## src/rtl/round_timer_ctrl_pkg.sv

```systemverilog
// rtl/round_timer_ctrl_pkg.sv - shared FSM encoding and default level timing constants
package round_timer_ctrl_pkg;

  typedef enum logic [2:0] {
    S_IDLE  = 3'd0,
    S_ARM   = 3'd1,
    S_RUN   = 3'd2,
    S_PAUSE = 3'd3,
    S_DONE  = 3'd4
  } state_t;

  localparam int DEF_T0         = 60;
  localparam int DEF_T1         = 45;
  localparam int DEF_T2         = 30;
  localparam int DEF_T3         = 20;
  localparam int DEF_STEP       = 5;
  localparam int DEF_MIN_TIME   = 10;
  localparam int DEF_MAX_ROUNDS = 5;
  localparam int DEF_WARN_TH    = 10;

endpackage

```

## src/rtl/edge_pulse.sv

```systemverilog
// rtl/edge_pulse.sv - rising-edge detector producing a one-cycle pulse
module edge_pulse (
  input  logic clk,
  input  logic rst,
  input  logic din,
  output logic pulse
);

  logic prev_q;
  logic prev_d;

  always_comb begin
    prev_d = din;
  end

  always_ff @(posedge clk or posedge rst) begin
    if (rst) prev_q <= 1'b0;
    else     prev_q <= prev_d;
  end

  assign pulse = din & ~prev_q;

endmodule

```

## src/rtl/round_timer_ctrl.sv

```systemverilog
// rtl/round_timer_ctrl.sv - round-based game controller driving a seconds countdown stage
module round_timer_ctrl
  import round_timer_ctrl_pkg::*;
#(
  parameter int T0         = DEF_T0,
  parameter int T1         = DEF_T1,
  parameter int T2         = DEF_T2,
  parameter int T3         = DEF_T3,
  parameter int STEP       = DEF_STEP,
  parameter int MIN_TIME   = DEF_MIN_TIME,
  parameter int MAX_ROUNDS = DEF_MAX_ROUNDS,
  parameter int WARN_TH    = DEF_WARN_TH
) (
  input  logic        CLK_count,
  input  logic        rst,
  input  logic        btn_start,
  input  logic        btn_pause,
  input  logic        hit,
  input  logic [1:0]  level_sel,
  input  logic [29:0] last_time,
  output logic [26:0] start_time,
  output logic        setting_change,
  output logic        clock_go,
  output logic [3:0]  round_num,
  output logic [15:0] score,
  output logic        warn,
  output logic        game_over,
  output logic        win
);

  state_t      state_q, state_d;
  logic [1:0]  level_q, level_d;
  logic [3:0]  round_q, round_d;
  logic [15:0] score_q, score_d;
  logic        win_q, win_d;
  logic [26:0] start_time_q, start_time_d;
  logic        start_p, pause_p, hit_p;
  logic [16:0] score_sum;

  edge_pulse u_start (.clk(CLK_count), .rst(rst), .din(btn_start), .pulse(start_p));
  edge_pulse u_pause (.clk(CLK_count), .rst(rst), .din(btn_pause), .pulse(pause_p));
  edge_pulse u_hit   (.clk(CLK_count), .rst(rst), .din(hit),       .pulse(hit_p));

  // Shrinking round time with a floor; the subtraction is guarded so it never wraps.
  function automatic logic [26:0] round_time(input logic [1:0] lvl, input logic [3:0] rnd);
    logic [26:0] base, dec, diff;
    case (lvl)
      2'd0:    base = 27'(T0);
      2'd1:    base = 27'(T1);
      2'd2:    base = 27'(T2);
      default: base = 27'(T3);
    endcase
    dec  = (27'(rnd) - 27'd1) * 27'(STEP);
    diff = (dec >= base) ? 27'd0 : base - dec;
    return (diff > 27'(MIN_TIME)) ? diff : 27'(MIN_TIME);
  endfunction

  always_comb begin
    state_d      = state_q;
    level_d      = level_q;
    round_d      = round_q;
    score_d      = score_q;
    win_d        = win_q;
    start_time_d = start_time_q;
    score_sum    = {1'b0, score_q} + {1'b0, last_time[15:0]};
    case (state_q)
      S_IDLE, S_DONE: begin
        if (start_p) begin
          state_d      = S_ARM;
          level_d      = level_sel;
          round_d      = 4'd1;
          score_d      = 16'd0;
          win_d        = 1'b0;
          start_time_d = round_time(level_sel, 4'd1);
        end
      end
      S_ARM: state_d = S_RUN;
      S_RUN: begin
        if (hit_p) begin
          score_d = score_sum[16] ? 16'hFFFF : score_sum[15:0];
          if (round_q == 4'(MAX_ROUNDS)) begin
            state_d = S_DONE;
            win_d   = 1'b1;
          end else begin
            state_d      = S_ARM;
            round_d      = round_q + 4'd1;
            start_time_d = round_time(level_q, round_q + 4'd1);
          end
        end else if (last_time == 30'd0) begin
          state_d = S_DONE;
          win_d   = 1'b0;
        end else if (pause_p) begin
          state_d = S_PAUSE;
        end
      end
      S_PAUSE: if (pause_p) state_d = S_RUN;
      default: state_d = S_IDLE;
    endcase
  end

  always_ff @(posedge CLK_count or posedge rst) begin
    if (rst) begin
      state_q      <= S_IDLE;
      level_q      <= 2'd0;
      round_q      <= 4'd1;
      score_q      <= 16'd0;
      win_q        <= 1'b0;
      start_time_q <= 27'(T0);
    end else begin
      state_q      <= state_d;
      level_q      <= level_d;
      round_q      <= round_d;
      score_q      <= score_d;
      win_q        <= win_d;
      start_time_q <= start_time_d;
    end
  end

  assign start_time     = start_time_q;
  assign round_num      = round_q;
  assign score          = score_q;
  assign setting_change = (state_q == S_IDLE) || (state_q == S_ARM);
  assign clock_go       = (state_q == S_RUN);
  assign game_over      = (state_q == S_DONE);
  assign win            = win_q && (state_q == S_DONE);
  assign warn           = ((state_q == S_RUN) || (state_q == S_PAUSE)) &&
                          (last_time != 30'd0) && (last_time <= 30'(WARN_TH));

endmodule

```

## config.mk

```make
export PLATFORM = sky130hd
export DESIGN_NAME = round_timer_ctrl
export DESIGN_NICKNAME = d
export VERILOG_FILES = /design/src/rtl/round_timer_ctrl_pkg.sv /design/src/rtl/edge_pulse.sv /design/src/rtl/round_timer_ctrl.sv
export SDC_FILE = /design/constraint.sdc
export NUM_CORES = 1
export LEC_CHECK = 0
export CAP_MARGIN = 20
export CORE_MARGIN = 1
export CORE_UTILIZATION = 45
export CTS_CLUSTER_SIZE = 28
export DETAILED_ROUTE_END_ITERATION = 10
export PLACE_DENSITY = 0.72
export SYNTH_ARGS = -nofsm -noshare
export SYNTH_HDL_FRONTEND = slang
export SYNTH_HIERARCHICAL = 1
export SYNTH_SLANG_ARGS = --single-unit
```

## constraint.sdc

```tcl
create_clock -name CLK_count -period 5.6 [get_ports CLK_count]
set_input_delay 1.68 -clock CLK_count [delete_from_list [all_inputs] [get_ports CLK_count]]
set_output_delay 1.68 -clock CLK_count [all_outputs]
set_load 0.02 [all_outputs]
```

Yosys cells after proc, flatten, opt, wreduce, memory -nomap -nowiden
Index checks and enable logic that the tools add are counted.
- register bits: 56
- input bits: 37
- output and inout port bits: 52
- word-level logic and storage cells: 93
- add/sub/neg operators: 4
- $mul: 1
- magnitude comparators: 5
- equal/unequal tests: 16
- muxes and demuxes: 35
- bitwise operators: 6
- reductions and logical operators: 17
- operators by type and width (cell ; number):
    $mux 27 ; 12
    $gt 27x4->1 const B ; 2
    $pmux 27 s2 ; 1
    $mux 16 ; 3
    $pmux 6 s3 ; 2
    $pmux 16 s2 ; 1
    $le 30x4->1 const B ; 1
    $logic_not 30->1 ; 1
    $reduce_bool 30->1 ; 1
    $ge 1x27->1 const A ; 1
    $ge 27x27->1 ; 1
    $sub 27x27->27 ; 1
    $mux 3 ; 6
    $add 16x16->17 ; 1
    $mux 4 ; 3
    $pmux 3 s4 ; 1
    $mul 5x4->9 const B ; 1
    $pmux 4 s2 ; 1
    $reduce_and 4->1 ; 2
    $eq 3x2->1 const B ; 2
    $ne 2x2->1 const B ; 3
    $reduce_and 3->1 ; 2
    $sub 4x1->5 const B ; 1
    $add 4x1->4 const B ; 1
    20 further kinds ; 33

Depth between registers and ports, before layout
- word-level depth: 12
- depth in mapped cells: 25
- gate-level depth less buffers: 23

By module
Netlist, hierarchy kept.
- by module, submodules not included (module ; instances ; cells an instance ; area each (µm²) ; seq. area each (µm²)):
    round_timer_ctrl ; 1 ; 439 ; 3893.7 ; 1207.4
    edge_pulse ; 3 ; 3 ; 42.5 ; 25.0

Worst setup path after synthesis
Ideal clock, no wire load.
- path kind: flip-flop to flip-flop
- start point: reg round_q[1], in the netlist round_num[1]
- end point: reg start_time_q[0], in the netlist start_time[0]
- library setup time: 0.126 ns
- arrival time: 5.067 ns
- required time: 5.474 ns
- setup slack: 0.407 ns
- stages on the path, launching flop included: 26
- path buffers: 2
- clock period less this slack: 5.193 ns
- cell sequence: dfrtp_1 buf_4 inv_1 ha_1 nand2_1 xnor2_1 nand2_1 o211ai_1 xnor2_1 ha_1 ha_1 fa_1 inv_1 ha_1 buf_6 a21o_1 and2_4 o32a_1 nand2_1 inv_1 ha_1 nor4_1 nand4_1 a221oi_2 o21ai_1 a221o_1
- word-level cells in the longest chain between the ends: 10
- elaborated cells between the ends (all ways): 14
- classes of those cells: add/sub (3); mul (1); order compare (2); eq/ne (2); mux (5); reduce/logical (1)
- RTL lines (what ; line ; RTL):
    from (decl) ; round_timer_ctrl.sv:33 ; logic [3:0] round_q, round_d;
    from (signal assigned) ; round_timer_ctrl.sv:112 ; round_q <= round_d;
    $add 4x1->4 ; round_timer_ctrl.sv:87 ; start_time_d = round_time(level_q, round_q + 4'd1);
    $sub 4x1->5 ; round_timer_ctrl.sv:53 ; dec = (27'(rnd) - 27'd1) * 27'(STEP);
    $mul 5x4->9 ; round_timer_ctrl.sv:53 ;
    $sub 27x27->27 / $ge 27x27->1 (equally long branches) ; round_timer_ctrl.sv:54 ; diff = (dec >= base) ? 27'd0 : base - dec;
    $mux 27 ; round_timer_ctrl.sv:54 ;
    $gt 27x4->1 ; round_timer_ctrl.sv:55 ; return (diff > 27'(MIN_TIME)) ? diff : 27'(MIN_TIME);
    $mux 27 ; round_timer_ctrl.sv:55 ;
    $mux 27 ; round_timer_ctrl.sv:81 ; if (round_q == 4'(MAX_ROUNDS)) begin
    $mux 27 ; round_timer_ctrl.sv:79 ; if (hit_p) begin
    $pmux 27 s2 ; round_timer_ctrl.sv:66 ; case (state_q)
    to (signal assigned) ; round_timer_ctrl.sv:108 ; start_time_q <= 27'(T0);
    to (signal assigned) ; round_timer_ctrl.sv:115 ; start_time_q <= start_time_d;
    to (decl) ; round_timer_ctrl.sv:36 ; logic [26:0] start_time_q, start_time_d;
Parallel ways exist; a longest one is shown, timed or not. The select of a mux whose other input is x is not followed.
A chain may end at the register's enable or synchronous reset.

Worst setup path after layout
- start point: in last_time[11]
- end point: out warn
- word-level cells in the longest chain between the ends: 3
- elaborated cells between the ends (all ways): 4
- classes of those cells: order compare (1); reduce/logical (3)
- RTL lines (what ; line ; RTL):
    from (decl) ; round_timer_ctrl.sv:20 ; input logic [29:0] last_time,
    parallel branches: the longest is 2 deep, another holds $le 30x4->1 ; -- ;
    $logic_and 1x1->1 * ; round_timer_ctrl.sv:127 ; (last_time != 30'd0) && (last_time <= 30'(WARN_TH));
    to (decl) ; round_timer_ctrl.sv:26 ; output logic warn,
Every way passes the cells marked *.

==> run summary <==
PWR
------------------------------------------------------------------------------------------
Power per standard cell area ................................................ 723.3 mW/mm²
Reported net switching power ................................................      1809 µW
Proportion of power drawn by the clock network ..............................        0.070
Switching portion of total power ............................................       0.4900
Gate power share ............................................................        0.752
LEAKAGE .....................................................................  0.002278 µW
Maximum VDD drop ............................................................    0.3209 mV
Design internal power .......................................................      1883 µW
Sequential Power Share ......................................................        0.178

CLOCKING
------------------------------------------------------------------------------------------
Number of buffers added to fix hold violations after cts ....................            0
CTS tree ....................................................................         done
Clock edge transition at the registers on the reported setup and hold paths .        90 ps
Number of levels the H-tree was split into ..................................            2
TritonCTS buffer count ......................................................            5
# clock sinks ...............................................................           51
Clk_lat worst skew ..........................................................       310 ps
Maximum buffer depth of the clock tree ......................................            2
Clk root buf ................................................................ sky130_fd_sc_hd__clkbuf_8

STA
------------------------------------------------------------------------------------------
Total negative slack for setup checks .......................................         0 ps
Min Clock Period, post-route ................................................      5491 ps
Pin slew with the least headroom to its limit ...............................     835.3 ps
Max_slew headroom ...........................................................       0.4431
Post-Route Hold Slack .......................................................     486.9 ps
Final worst clock skew ......................................................     3.589 ps
Period utilization ..........................................................       0.9805
Unrepaired setup endpoints after global routing .............................        false
Max Clk Rate ................................................................    182.1 MHz
Final slew viol count .......................................................            0
Hold violation total from the final report ..................................            0
Setup violations, final .....................................................            0

WORST SETUP PATH
------------------------------------------------------------------------------------------
Setup slack on the worst flop-to-flop path ..................................       240 ps
Worst reg-to-reg path cell count ............................................           22
Data required, critical path ................................................      3920 ps
CP Launch Point ............................................................. last_time[11]
Type of the setup path with the least slack .................................       in2out
End of the worst register-to-register path .................................. start_time[0]
CP Capture Type ............................................................. primary output
Termination of the worst setup path .........................................         warn
Reg-to-reg startpoint ....................................................... round_num[0]
Maximum fanout encountered on the critical timing path ......................            2
Worst EP arrival ............................................................      3810 ps
Element type at the critical path start ..................................... primary input

SYNTH
------------------------------------------------------------------------------------------
Number of synthesized register bits .........................................           51
Synth Flop Type ............................................................. sky130_fd_sc_hd__dfrtp_1
Number of distinct standard cells referenced by the synthesized netlist .....           79
Post-Syn Instances ..........................................................          448
Number of synthesized flops with an enable pin ..............................            0
Syn. warnings ...............................................................            6
Mean area per synthesized cell ..............................................    8.976 µm²
Ys async rst share ..........................................................        1.000
Ranking of synthesized cells by area ........................................ sky130_fd_sc_hd__dfrtp_1, sky130_fd_sc_hd__ha_1, sky130_fd_sc_hd__a21oi_1
Post-synth top area share ...................................................       0.2862
Synth top cells by count .................................................... sky130_fd_sc_hd__a21oi_1, sky130_fd_sc_hd__dfrtp_1, sky130_fd_sc_hd__nand2_1, sky130_fd_sc_hd__ha_1
Mapped Area ................................................................. 0.004021 mm²
Most area-hungry cell type in the Yosys netlist ............................. sky130_fd_sc_hd__dfrtp_1
Post-synth net total ........................................................          521
Portion of the post-synthesis area used by sequential elements ..............       0.3189

FLOORPLAN
------------------------------------------------------------------------------------------
Floorplan die area .......................................................... 0.009318 mm²
Row cnt .....................................................................           34
I/O pin count ...............................................................           89
Overall die width ...........................................................     96.53 µm
Initial standard-cell utilization of the core ...............................       0.4634
DIE HEIGHT ..................................................................     96.53 µm
Total core area ............................................................. 0.008678 mm²

FLOW RUN
------------------------------------------------------------------------------------------
Max-Cap Viols ...............................................................            0

GRT
------------------------------------------------------------------------------------------
Antenna violations before repair ............................................            0
GRT Total Usage .............................................................       0.2423
Largest net degree at the start of global routing ...........................           49
Global-route wire length before repair ......................................     17480 µm
Vias in the first global route ..............................................         3692
Overall overflow remaining after global route ...............................            0

PLACED DESIGN
------------------------------------------------------------------------------------------
Weighted congestion reported at the end of routability-driven placement .....       0.9079
Detail Placement HPWL .......................................................      8312 µm
Number of I/O port buffers ..................................................           88

MIN PATH
------------------------------------------------------------------------------------------
Number of stages on the worst hold path .....................................            1
Hold Path Class .............................................................      reg2reg

FINAL LAYOUT
------------------------------------------------------------------------------------------
Final core utilization ......................................................       0.5882
Layout Nets .................................................................          603
N_diodes ....................................................................            0
Ratio of cells with drive above 1 in the final layout .......................      0.07910
Fill count ..................................................................          806
Storage cell area ........................................................... 0.001282 mm²
Area growth from synthesis to final layout ..................................       26.94%
Area used by multi-input combinational logic ................................ 0.002545 mm²

STATUS
------------------------------------------------------------------------------------------
Status ...................................................................... finished, final reports clean

DETAILED ROUTING
------------------------------------------------------------------------------------------
Remaining design rule violation count .......................................            0
Routed length per placed instance ...........................................     16.78 µm
Routed via count divided by cell count ......................................        5.876
Length of the first detailed-routing pass in iterations .....................            4
Starting DRC count in detailed routing ......................................          236
Total Routed Length .........................................................     10720 µm
Via total after detailed routing ............................................         3755
Post-route ant nets .........................................................            0

power by group through the flow:
stage	clock network [µW]	registers (µW)	logic (µW)
final	260	657	2780
after global routing	287	676	3070
after CTS	267	656	2760
after detailed placement	0	661	2730
after global placement	0	657	2660
after floorplan	0	777	1870
cells by family after synthesis:
kind of cell    Yosys count  share of synthesized area
compound gates          149                     0.2536
xor+xnor                 17                    0.03702
fa+ha+maj                36                     0.1176
buf+inv                  43                    0.04978
flops                    51                     0.3189
mux                      10                    0.02551
simple gates            142                     0.1976
repair_timing:
item | in CTS | in global routing
buffers inserted | 0 | 0
resized for setup | 0 | 2
setup endpoints to repair | 0 | 1
cell type report:
class,instances,area share
sequential,51,0.2512
clock buffer,6,0.01422
multi-input combinational,354,0.4985
clock inverter,2,0.007353
timing repair buffer,95,0.1853
inverter,23,0.01691
tap,108,0.02647
metrics by stage:
stage / worst slack [ps] / cell area [µm²] / cells / total power (µW)
final: 109.4 / 5105 / 639 / 3693
after global routing: 29.35 / 5105 / 639 / 4029
after CTS: 95.76 / 5079 / 638 / 3682
after detailed placement: 109.4 / 4969 / 630 / 3392
after global placement: 153.3 / 4969 / 630 / 3322
after floorplan: 407.1 / 4021 / 448 / 2646
placed cells by master (no fill, tap or decap), types with 10 or more instances in the layout:
master and count:
sky130_fd_sc_hd__dfrtp_1 46, sky130_fd_sc_hd__clkdlybuf4s50_1 88, sky130_fd_sc_hd__nor2_1 22, sky130_fd_sc_hd__a21o_1 16, sky130_fd_sc_hd__o21ai_0 21, sky130_fd_sc_hd__nand2_1 35, sky130_fd_sc_hd__xnor2_1 10, sky130_fd_sc_hd__nand3_1 15
sky130_fd_sc_hd__inv_1 21, sky130_fd_sc_hd__a21oi_1 45, sky130_fd_sc_hd__ha_1 32
flip-flops by register name (all words and copies together), names as in the netlist:
name            cells
u_start/prev_q      1
score              16
round_num           4
level_q             2
u_hit/prev_q        1
u_pause/prev_q      1
start_time         22
win_q               1
state_q             3
critical path: stages:
cell and delay [ps]:
sky130_fd_sc_hd__clkdlybuf4s50_1 440, sky130_fd_sc_hd__nor4_1 390, sky130_fd_sc_hd__nand4_1 210, sky130_fd_sc_hd__nor2_1 170, sky130_fd_sc_hd__nor4b_1 270, sky130_fd_sc_hd__clkdlybuf4s50_1 660
routing by layer:
| layer | vias up | wire length (µm) | GRT usage | part of all wire |
|---|---|---|---|---|
| li1 | 1825 | - | - | - |
| met1 | 1807 | 4681 | 0.3174 | 0.44 |
| met2 | 100 | 5183 | 0.4067 | 0.48 |
| met3 | 23 | 517 | 0.03365 | 0.048 |
| met4 | 0 | 338 | 0.08824 | 0.032 |
| met5 | - | 0 | 0 | 0 |
worst min-delay path by stage:
stage / start / endpoint
floorplan: state_q[2] / state_q[1]
global placement: start_time[18] / start_time[18]
detailed placement: start_time[17] / start_time[17]
CTS: start_time[17] / start_time[17]
global route: start_time[18] / start_time[18]
finish: start_time[17] / start_time[17]
Power figures use the tool's default switching activity.
==> variant 1 (config.mk and constraints unchanged) <==
Re-encode `state_t` (5 states) as one-hot, 5 bits wide.
--- a/src/rtl/round_timer_ctrl_pkg.sv
+++ b/src/rtl/round_timer_ctrl_pkg.sv
@@ -3,8 +3,8 @@
 
-  typedef enum logic [2:0] {
-    S_IDLE  = 3'd0,
-    S_ARM   = 3'd1,
-    S_RUN   = 3'd2,
-    S_PAUSE = 3'd3,
-    S_DONE  = 3'd4
+  typedef enum logic [4:0] {
+    S_IDLE  = 5'b00001,
+    S_ARM   = 5'b00010,
+    S_RUN   = 5'b00100,
+    S_PAUSE = 5'b01000,
+    S_DONE  = 5'b10000
   } state_t;
Formal check against the unedited RTL: same outputs for any inputs over 10 cycles, from zero or initial values and one cycle with rst high; not proved beyond that.
==> variant 1 against the original RTL <==
- synthesized area decreased by 1.7%
- routed wire length fell by 12%
- largest cell class unchanged
- clock skew rose by 9.7 ps
- sequential cell count grew 3
- worst setup slack improved by 60 ps
- design area fell by 2.0%
- maximum frequency rose by 1.1%
Power is not compared: it rests on default switching activity, and its combinational part moved more than twofold at a synthesized area within 25%.
==> variant 1: results <==
{
  "synthesis.nets": 523,
  "ys_seq_area_frac": 0.344,
  "grt_max_degree": 52,
  "drtIter0Drc": 158,
  "vias_per_cell": 5.51,
  "final_layout_size_suffix_gt1_frac": 0.0846,
  "hold_start": "start_time[4]$_DFFE_PP1P_",
  "grt_util_all_layers": 0.217,
  "wl_per_cell_um": 14.8,
  "wl_met2_um": 4450,
  "r2r_cells": 20,
  "grt_use_met2": 0.361,
  "cp_max_fo": 3,
  "place_hpwl_um": 7360,
  "rrSetupSlack_ps": 440,
  "clock_skew_ps": 13.3,
  "dp_cells": 629,
  "grt_pass1_wl_um": 15500,
  "dpl_cell_area_mm2": 0.00490,
  "tightest_slew_ps": 660,
  "met3_length_um": 418,
  "synthTopCellsByArea": "dfrtp_1 (30%), ha_1 (10%), o21ai_0 (5.1%)",
  "layout.nets": 604,
  "routedLengthMet1_um": 4450,
  "min_path_cells": 2,
  "hold_end": "start_time[4]$_DFFE_PP1P_",
  "largest_reg_flops": 23,
  "place.gp.congestion": 0.908,
  "grt_use_met1": 0.298,
  "synth.avg_cell_area_um2": 8.79,
  "grtUsageMet3": 0.0276,
  "grt_pass1_vias": 3305,
  "synthDistinctLibCells": 64,
  "async_flop_share": 1.00,
  "status": "complete, no violations",
  "post-route-period-util": 0.970
}
==> variant 1: cell count changes after synthesis, sizes merged, moves of 8 or more <==
cell and delta:
a21oi -20, nand2 +11, nand3 -8, nor2 +21, o21ai +16, xnor2 +10
==> variant 1: what timing repair did <==
item                                    in CTS  in global routing
hold buffers                                 0                  0
resized for setup                            0                  2
endpoints found under the setup margin       0                  1
setup buffers                                0                  0
==> variant 1: final cells by class <==
class	count	area, um2
clock buffers	5	68.8
clock inverters	3	28.8
fillers	753	3340
inverters	27	101
multi-input cells	348	2380
flip-flops and latches	54	1360
well taps	105	131
repair buffers	95	933
==> variant 1: power by group <==
group          internal (mW)  switching, mW
logic                  0.451          0.571
clock network         0.0930          0.143
registers              0.448         0.0467
==> variant 1: logic make-up after synthesis <==
family	count (synthesis)	synth area share
fa+ha+maj	36	0.120
simple gates	150	0.194
xor+xnor	27	0.0617
buf+inv	48	0.0566
compound gates	129	0.208
flops	54	0.344
mux	6	0.0165
==> variant 2 (same flow settings) <==
Made on the original files. Put a register stage on the outputs `setting_change`, `warn`, `game_over` and `win`, without a reset. The values now appear one clock later. The other outputs are not delayed to match.
--- a/src/rtl/round_timer_ctrl.sv
+++ b/src/rtl/round_timer_ctrl.sv
@@ -121,8 +121,9 @@
   assign score          = score_q;
-  assign setting_change = (state_q == S_IDLE) || (state_q == S_ARM);
   assign clock_go       = (state_q == S_RUN);
-  assign game_over      = (state_q == S_DONE);
-  assign win            = win_q && (state_q == S_DONE);
-  assign warn           = ((state_q == S_RUN) || (state_q == S_PAUSE)) &&
-                          (last_time != 30'd0) && (last_time <= 30'(WARN_TH));
+  always_ff @(posedge CLK_count) begin
+    setting_change <= (state_q == S_IDLE) || (state_q == S_ARM);
+    warn           <= ((state_q == S_RUN) || (state_q == S_PAUSE)) && (last_time != 30'd0) && (last_time <= 30'(WARN_TH));
+    game_over      <= (state_q == S_DONE);
+    win            <= win_q && (state_q == S_DONE);
+  end
 
Formal check against the unedited RTL: not equivalent (a bounded check fails within 4 cycles, from zero or initial values and one cycle with rst high).
==> variant 2 against the original RTL <==
- synthesized area rose by 2.0%
- cell count increased by 1.1%
- count of clock-buffer cells in the layout is the same
- power up 1.1%
- worst setup slack improved by 200 ps
- via count down 1.1%
- clock skew is 2.5 ps higher
- critical path depth rose by 16
- sequential cell count up 4
- design area rose by 1.8%
- routed wire length increased by 0.27%
- critical path type is now flop to flop
- critical endpoint is now start_time[0]$_DFFE_PP0P_
==> variant 2: results <==
{
  "status": "complete, no violations",
  "dpl_cell_area_mm2": 0.00504,
  "async_flop_share": 0.927,
  "postSynthCellCount": 452,
  "rrSetupSlack_ps": 310,
  "drtPass1Iterations": 5,
  "setup-tns-final_ps": 0,
  "r2r_cells": 22,
  "grt_util_all_layers": 0.225,
  "ctsHoldBuffers": 0,
  "routedLengthMet1_um": 5130,
  "swShare": 0.494,
  "criticalPathCategory": "flop to flop",
  "wl_met2_um": 5100,
  "r2r_start": "round_num[0]$_DFFE_PP1P_",
  "numCtsBuffers": 5,
  "peakVddDrop_mv": 0.317,
  "grt_pass1_wl_um": 17400,
  "place_hpwl_um": 8200,
  "fmax_mhz": 189,
  "tightest_slew_ps": 833,
  "wl_um": 10800,
  "preCtsSetupSlack_ps": 191,
  "synthDistinctLibCells": 80,
  "clk_pin_slew_ps": 100,
  "hold_ws_ps": 498,
  "drtIter0Drc": 170,
  "fillCellCount": 776,
  "arrival_ps": 5480,
  "io_buffers": 88,
  "rr_endpoint": "start_time[0]$_DFFE_PP0P_",
  "hp-class": "flop to flop",
  "cp_max_fo": 6,
  "ys_seq_area_frac": 0.332,
  "multi_input_area_mm2": 0.00255,
  "clock_skew_ps": 6.05,
  "wl_per_cell_um": 16.6,
  "ctsHtreeMaxLevel": 2,
  "vias_per_cell": 5.75,
  "hold_end": "start_time[18]$_DFFE_PP0P_",
  "p_leak_nw": 2.31,
  "largest_reg_flops": 22,
  "dp_cells": 633,
  "synthesis.nets": 525,
  "antenna_found_initial": 0,
  "place.gp.congestion": 0.969,
  "grt_pass1_vias": 3493,
  "layout.nets": 610,
  "synth_common_cells": "a21oi_1 (46), dfrtp_1 (46), nand2_1 (35)",
  "hold_start": "start_time[18]$_DFFE_PP0P_",
  "final_layout_size_suffix_gt1_frac": 0.0892,
  "routed.top_layer": "met4",
  "met3_length_um": 430,
  "cts_root_buf": "clkbuf_8",
  "synthTopCellsByArea": "dfrtp_1 (28%), ha_1 (10%), a21oi_1 (5.6%)",
  "ys.flop_type": "dfrtp_1",
  "grt_max_degree": 49,
  "setup_violations": 0
}
-- variant 2: timing repair --
| action | 4_1_cts | 5_1_grt |
|---|---|---|
| gates resized for setup | 0 | 5 |
| buffers inserted | 0 | 4 |
| setup endpoints to repair | 0 | 3 |
-- variant 2: final cells by class --
cell class                      count  area share
Clock buffer                        6      0.0140
Clock inverter                      2     0.00313
Inverter                           23      0.0166
Multi-Input combinational cell    354       0.492
Sequential cell                    55       0.263
Tap cell                          108      0.0260
Timing Repair Buffer               98       0.186
-- variant 2: power by group through the flow --
stage / clock network [mW] / logic (mW) / registers (mW)
final: 0.226 / 2.82 / 0.688
after floorplan: 0 / 1.86 / 0.819
after detailed placement: 0 / 2.73 / 0.701
after CTS: 0.234 / 2.75 / 0.696
after global routing: 0.247 / 3.07 / 0.709
after global placement: 0 / 2.71 / 0.696
-- variant 2: per-layer routing --
layer  global-route usage  up-vias
met1                0.323     1783
met5                    0        -
li1                     -     1837
met3               0.0273        7
met4               0.0396        0
met2                0.367       87
-- variant 2: cell families after synthesis --
logic type	after synthesis	share of synthesized area
AOI/OAI and AO/OA	149	0.249
DFF	55	0.332
xor gates and xnor gates	17	0.0363
and+or+nand+nor	142	0.194
buffers and inverters	43	0.0488
muxes	10	0.0250
adders and majority gates	36	0.115
-- variant 2: worst max-delay path, cell delays in order, from the launching register on --
cell and delay [ps]:
dfstp_4 660, ha_2 310, nand2_1 100, xnor2_1 110
nand2_1 60, o211ai_1 120, xnor2_1 90, ha_1 330
ha_1 220, fa_1 490, inv_1 50, ha_1 290
a21o_1 220, and2_4 170, o32a_1 360, nand2_1 110
inv_1 80, ha_1 290, nor4_1 260, nand4_1 160
a221oi_2 260, o21ai_2 120, a221o_1 320
